===== config.mk =====
export PLATFORM = sky130hd
export DESIGN_NAME = mem_wb_stage
export DESIGN_NICKNAME = d
export VERILOG_FILES = /design/src/rtl/mem_wb_stage.sv
export SDC_FILE = /design/constraint.sdc
export NUM_CORES = 1
export LEC_CHECK = 0
export ABC_AREA = 1
export CAP_MARGIN = 20
export CELL_PAD_IN_SITES_DETAIL_PLACEMENT = 0
export CELL_PAD_IN_SITES_GLOBAL_PLACEMENT = 1
export CORE_MARGIN = 2
export CORE_UTILIZATION = 31
export CTS_BUF_LIST = sky130_fd_sc_hd__clkbuf_8
export CTS_CLUSTER_SIZE = 25
export DETAILED_ROUTE_END_ITERATION = 16
export HOLD_SLACK_MARGIN = 0.12
export PLACE_DENSITY_LB_ADDON = 0.1
export REMOVE_ABC_BUFFERS = 1
export SLEW_MARGIN = 20
export SYNTH_ARGS = -nofsm -noshare
export SYNTH_HDL_FRONTEND = slang
export SYNTH_SLANG_ARGS = --single-unit

===== constraint.sdc =====
create_clock -name Clk -period 1.89 [get_ports Clk]
set_input_delay 0.4725 -clock Clk [delete_from_list [all_inputs] [get_ports Clk]]
set_output_delay 0.4725 -clock Clk [all_outputs]
set_load 0.01 [all_outputs]

===== src/rtl/mem_wb_stage.sv =====
// MEM/WB pipeline register: load extraction/extension, writeback select, retire count, misaligned-load flag.
// Latency: 1 cycle, every output is registered; no combinational input-to-output path.
// Backpressure: Stall freezes every WB register (count included); Flush beats Stall and loads a bubble.
module mem_wb_stage #(
  parameter int DATA_W = 32,
  parameter int REG_AW = 5
) (
  input  logic              Clk,
  input  logic              Rst_n,
  input  logic              Stall,
  input  logic              Flush,
  input  logic              ValidM,
  input  logic [DATA_W-1:0] MemoryReadData,
  input  logic [DATA_W-1:0] ALUResultM,
  input  logic [DATA_W-1:0] PCPlus8M,
  input  logic              RegWriteM,
  input  logic              MemToRegM,
  input  logic              LinkM,
  input  logic [1:0]        LoadSizeM,
  input  logic              LoadUnsignedM,
  input  logic [REG_AW-1:0] WriteRegM,
  output logic [DATA_W-1:0] WriteDataW,
  output logic [REG_AW-1:0] WriteRegW,
  output logic              RegWriteW,
  output logic              ValidW,
  output logic              AlignErrW,
  output logic [31:0]       RetireCount
);

  localparam logic [1:0] SZ_WORD = 2'b00;
  localparam logic [1:0] SZ_HALF = 2'b01;
  localparam logic [1:0] SZ_BYTE = 2'b10;

  logic [7:0]        byte_sel;
  logic [15:0]       half_sel;
  logic [DATA_W-1:0] load_ext;
  logic              misaligned;
  logic [DATA_W-1:0] wb_data;
  logic              reg_write_next;
  logic              align_err_next;
  logic [31:0]       retire_count;

  assign RetireCount = retire_count;

  // Little-endian lane pick: byte by addr[1:0], halfword by addr[1] (addr[0] ignored).
  always_comb begin
    byte_sel = MemoryReadData[7:0];
    case (ALUResultM[1:0])
      2'd0: byte_sel = MemoryReadData[7:0];
      2'd1: byte_sel = MemoryReadData[15:8];
      2'd2: byte_sel = MemoryReadData[23:16];
      2'd3: byte_sel = MemoryReadData[31:24];
      default: byte_sel = MemoryReadData[7:0];
    endcase
    half_sel = ALUResultM[1] ? MemoryReadData[31:16] : MemoryReadData[15:0];
  end

  // Sign/zero extension; the reserved size code behaves as a full word.
  always_comb begin
    load_ext = MemoryReadData;
    case (LoadSizeM)
      SZ_HALF: load_ext = LoadUnsignedM ? {{(DATA_W-16){1'b0}}, half_sel}
                                        : {{(DATA_W-16){half_sel[15]}}, half_sel};
      SZ_BYTE: load_ext = LoadUnsignedM ? {{(DATA_W-8){1'b0}}, byte_sel}
                                        : {{(DATA_W-8){byte_sel[7]}}, byte_sel};
      default: load_ext = MemoryReadData;
    endcase
  end

  // Misalignment only matters for real loads; link writes never fault.
  always_comb begin
    misaligned = 1'b0;
    if (MemToRegM && !LinkM) begin
      case (LoadSizeM)
        SZ_HALF: misaligned = ALUResultM[0];
        SZ_BYTE: misaligned = 1'b0;
        SZ_WORD: misaligned = (ALUResultM[1:0] != 2'b00);
        default: misaligned = (ALUResultM[1:0] != 2'b00);
      endcase
    end
  end

  // Writeback source select and write-enable qualification ($0 never written).
  always_comb begin
    if (LinkM)          wb_data = PCPlus8M;
    else if (MemToRegM) wb_data = load_ext;
    else                wb_data = ALUResultM;
    reg_write_next = RegWriteM & ValidM & ~misaligned & (WriteRegM != '0);
    align_err_next = ValidM & misaligned;
  end

  // WB boundary registers: Flush > Stall > capture; counter only moves on a valid capture.
  always_ff @(posedge Clk or negedge Rst_n) begin
    if (!Rst_n) begin
      WriteDataW   <= '0;
      WriteRegW    <= '0;
      RegWriteW    <= 1'b0;
      ValidW       <= 1'b0;
      AlignErrW    <= 1'b0;
      retire_count <= '0;
    end else if (Flush) begin
      WriteDataW   <= '0;
      WriteRegW    <= '0;
      RegWriteW    <= 1'b0;
      ValidW       <= 1'b0;
      AlignErrW    <= 1'b0;
    end else if (!Stall) begin
      WriteDataW   <= wb_data;
      WriteRegW    <= WriteRegM;
      RegWriteW    <= reg_write_next;
      ValidW       <= ValidM;
      AlignErrW    <= align_err_next;
      if (ValidM) retire_count <= retire_count + 32'd1;
    end
  end

endmodule


==> flow_results.xml <==
<?xml version="1.0" encoding="UTF-8"?>
<metrics>
  <group name="cts">
    <metric name="cts-htree-levels" unit="">3</metric>
    <metric name="cts.sinks" unit="">72</metric>
    <metric name="clk_path_buf_depth" unit="">2</metric>
    <metric name="tritoncts.num_buffers" unit="">9</metric>
    <metric name="path_clk_slew" unit="ns">0.09</metric>
    <metric name="tritoncts_clock_tree" unit="">done</metric>
    <metric name="cts_root_buf" unit="">sky130_fd_sc_hd__clkbuf_8</metric>
    <metric name="clk_latency" unit="ns">0.37</metric>
  </group>
  <group name="sta">
    <metric name="whs" unit="ns">0.487</metric>
    <metric name="achievable-frequency" unit="MHz">542</metric>
    <metric name="timing.final.crit_share" unit="">0.977</metric>
    <metric name="finalHoldViolCount" unit="">0</metric>
    <metric name="fin_skew" unit="ns">0.00783</metric>
    <metric name="worstMarginPinSlew" unit="ns">0.456</metric>
    <metric name="unrepaired_setup_endpoints_after_global_routing" unit="">no</metric>
    <metric name="worst_slew_margin_rel" unit="">0.696</metric>
    <metric name="finalSetupViolCount" unit="">0</metric>
    <metric name="slew_viols_final" unit="">0</metric>
    <metric name="worst_slack" unit="ns">0.0444</metric>
    <metric name="finalCriticalPeriod" unit="ns">1.85</metric>
  </group>
  <group name="outcome">
    <metric name="run_status" unit="">finished clean</metric>
  </group>
  <group name="yosys">
    <metric name="synth_most_common_cell" unit="">sky130_fd_sc_hd__nand2_1</metric>
    <metric name="postSynth.topFlopCell" unit="">sky130_fd_sc_hd__dfrtp_1</metric>
    <metric name="synthDistinctLibCells" unit="">33</metric>
    <metric name="yosysTopAreaCell" unit="">sky130_fd_sc_hd__dfrtp_1</metric>
    <metric name="synth-seq-cells" unit="">72</metric>
    <metric name="synth.cells.most_frequent" unit="">sky130_fd_sc_hd__nand2_1 (330), sky130_fd_sc_hd__nor2_1 (146), sky130_fd_sc_hd__dfrtp_1 (72)</metric>
    <metric name="synth_area_per_cell" unit="sq um">6.19</metric>
    <metric name="syn-cell-area" unit="sq um">4940</metric>
    <metric name="post_synth_edffs" unit="">0</metric>
    <metric name="ys_seq_area_frac" unit="">0.364</metric>
    <metric name="netlist_top_cells_area" unit="">sky130_fd_sc_hd__dfrtp_1 (36%), sky130_fd_sc_hd__nand2_1 (25%), sky130_fd_sc_hd__nor2_1 (11%)</metric>
    <metric name="post_synthesis_cells" unit="">799</metric>
    <metric name="synth_async_sr_flop_share" unit="">1.00</metric>
    <metric name="synth-warning-count" unit="">0</metric>
    <metric name="post-synth-top-area-fraction" unit="">0.364</metric>
  </group>
  <group name="critical_path">
    <metric name="critical_path_class" unit="">reg -&gt; out</metric>
    <metric name="critical_path_peak_fanout" unit="">7</metric>
    <metric name="worst_setup_path_end_kind" unit="">primary output</metric>
    <metric name="worst-endpoint-required" unit="ns">1.42</metric>
    <metric name="cp_num_buf_inv" unit="">1</metric>
    <metric name="worstPathCellList" unit="">clkdlybuf4s50_1</metric>
    <metric name="critPathMaxStageDelay" unit="ns">0.57</metric>
    <metric name="worstPathArrival" unit="ns">1.37</metric>
    <metric name="setup.worst_path.start_class" unit="">flip-flop</metric>
    <metric name="critPathSlowestCell" unit="">sky130_fd_sc_hd__clkdlybuf4s50_1</metric>
    <metric name="critical_path.top_delay_family" unit="">buffers and inverters</metric>
  </group>
  <group name="detailed_routing">
    <metric name="route.vias.total" unit="">5611</metric>
    <metric name="initialDrtViolationCount" unit="">235</metric>
    <metric name="drc" unit="">0</metric>
    <metric name="ant_nets" unit="">0</metric>
    <metric name="route.detailed.wl_per_inst" unit="um">13.9</metric>
    <metric name="wirelength" unit="um">17300</metric>
    <metric name="viasPerCell" unit="">4.51</metric>
    <metric name="number_of_detailed_routing_iterations_run_before_antenna_repair" unit="">4</metric>
  </group>
  <group name="layout">
    <metric name="nets_finish" unit="">1137</metric>
    <metric name="post_route_cells_drive_above_1_share" unit="">0.118</metric>
    <metric name="final_core_utilization" unit="">0.491</metric>
    <metric name="finish.cell_count_without_fillers" unit="">1244</metric>
    <metric name="layout-area-overhead-vs-synth" unit="%">56.2</metric>
  </group>
  <group name="grt">
    <metric name="grt_pass1_vias" unit="">5604</metric>
    <metric name="grt_first_pass_wirelength" unit="um">27900</metric>
    <metric name="grt_antenna_before_repair" unit="">2</metric>
    <metric name="gr-total-overflow" unit="">0</metric>
    <metric name="groute.usage.overall" unit="">0.210</metric>
    <metric name="maximum_number_of_pins_on_one_net_before_global_route_repair" unit="">35</metric>
  </group>
  <group name="placement">
    <metric name="place_ws" unit="ns">-0.358</metric>
    <metric name="finalWeightedCongestion" unit="">0.875</metric>
    <metric name="io_buffer_count" unit="">183</metric>
    <metric name="half_perimeter_wire_length_after_detailed_placement" unit="um">13500</metric>
    <metric name="place_inst" unit="">1221</metric>
  </group>
  <group name="flow_run">
    <metric name="max_cap_violations" unit="">0</metric>
  </group>
  <group name="hold_path">
    <metric name="worst_hold_path_type" unit="">reg -&gt; reg</metric>
  </group>
  <group name="die">
    <metric name="chipWidth" unit="um">130</metric>
    <metric name="die_area" unit="sq um">17000</metric>
    <metric name="floorplan.initialDensity" unit="">0.315</metric>
    <metric name="placement_rows" unit="">46</metric>
    <metric name="io_pins" unit="">184</metric>
    <metric name="die_h" unit="um">130</metric>
    <metric name="core_area" unit="sq um">15700</metric>
  </group>
  <group name="power">
    <metric name="pwr_density_cell" unit="nW/um^2">578</metric>
    <metric name="ir_worst_vdd" unit="mV">0.313</metric>
    <metric name="total_leakage_power" unit="nW">3.59</metric>
  </group>
</metrics>
## worst register-to-register path: cells and delay by family, from the launching register on
kind,cells,cell delay (ns)
DFF,1,0.42
and+or+nand+nor,7,0.89
xor gates and xnor gates,1,0.15
## final timing paths
| path | from | to | cells after the start | slack, ns |
|---|---|---|---|---|
| setup / recovery | RetireCount[0] | RetireCount[0] | 1 | 0.04 |
| hold / removal | WriteDataW[17] | WriteDataW[17] | 2 | 0.49 |
| setup reg to reg | RetireCount[4] | RetireCount[30] | 8 | 0.34 |
| hold reg to reg | WriteDataW[17] | WriteDataW[17] | 2 | 0.49 |
| max in group asynchronous | Rst_n | RetireCount[18] | 3 | 0.69 |
| min in group asynchronous | Rst_n | RetireCount[5] | 2 | 0.59 |
## power breakdown
group	total (mW)	internal [mW]	switching (mW)
Clock	1.33	0.651	0.683
Combinational	1.34	0.710	0.629
Sequential	1.79	1.66	0.129
Total	4.46	3.02	1.44
## flip-flops by register name, indices dropped and copies added, names as in the netlist
| signal | cells |
|---|---|
| RetireCount | 32 |
| RegWriteW | 1 |
| AlignErrW | 1 |
| WriteRegW | 5 |
| ValidW | 1 |
| WriteDataW | 32 |
## kinds of logic after synthesis
family                   share of synthesized area
AND/OR/NAND/NOR                              0.430
buffers and inverters                       0.0706
flip-flops                                   0.364
XOR/XNOR                                    0.0319
adder cells (fa/ha/maj)                    0.00759
AO/OA/AOI/OAI                               0.0951
## repair_timing
item,CTS,global route
cloned,0,0
hold buffers,1,0
buffers inserted,0,5
gates resized for setup,7,18
endpoints found under the hold margin,29,0
endpoints found under the setup margin,7,28
## final cells by class
cell class,count,area [sq um]
Clock inverter,6,67.6
Antenna cell,1,2.50
Tap cell,216,270
Fill cell,1621,7990
Sequential cell,72,1820
Timing Repair Buffer,245,2390
Multi-Input combinational cell,639,2830
Clock buffer,10,138
Inverter,55,209
## per-stage QoR
stage               TNS (ns)  power (mW)  instance area (sq um)
floorplan              -3.99        2.32                   4800
global placement       -7.97        3.15                   7420
detailed placement     -8.63        3.14                   7420
CTS                        0        4.51                   7640
global route               0        4.72                   7720
finish                     0        4.46                   7720
## routing by layer
metal	wire length, um	track usage	up-vias
li1	-	-	2934
met1	7610	0.257	2516
met2	8270	0.361	131
met3	1010	0.0508	28
met4	382	0.0708	2
met5	13	0	-
## placed cells by master, fill, tap and decap left out, drive strengths merged, types with 2 or more instances in the layout
cell,netlist,layout
xnor2,8,8
o22ai,5,5
nor3,13,13
clkinvlp,0,2
clkbuf,23,10
nand3,22,22
inv,55,56
ha,3,3
nand2,332,332
clkinv,0,2
clkdlybuf4s50,0,181
dfrtp,72,72
nor2,148,148
nand3b,5,5
a21oi,52,52
o21ai,29,29
xor2,10,10
a21boi,2,2
buf,10,62
nand4,8,8
No activity file was read; power rests on OpenSTA's default activity.
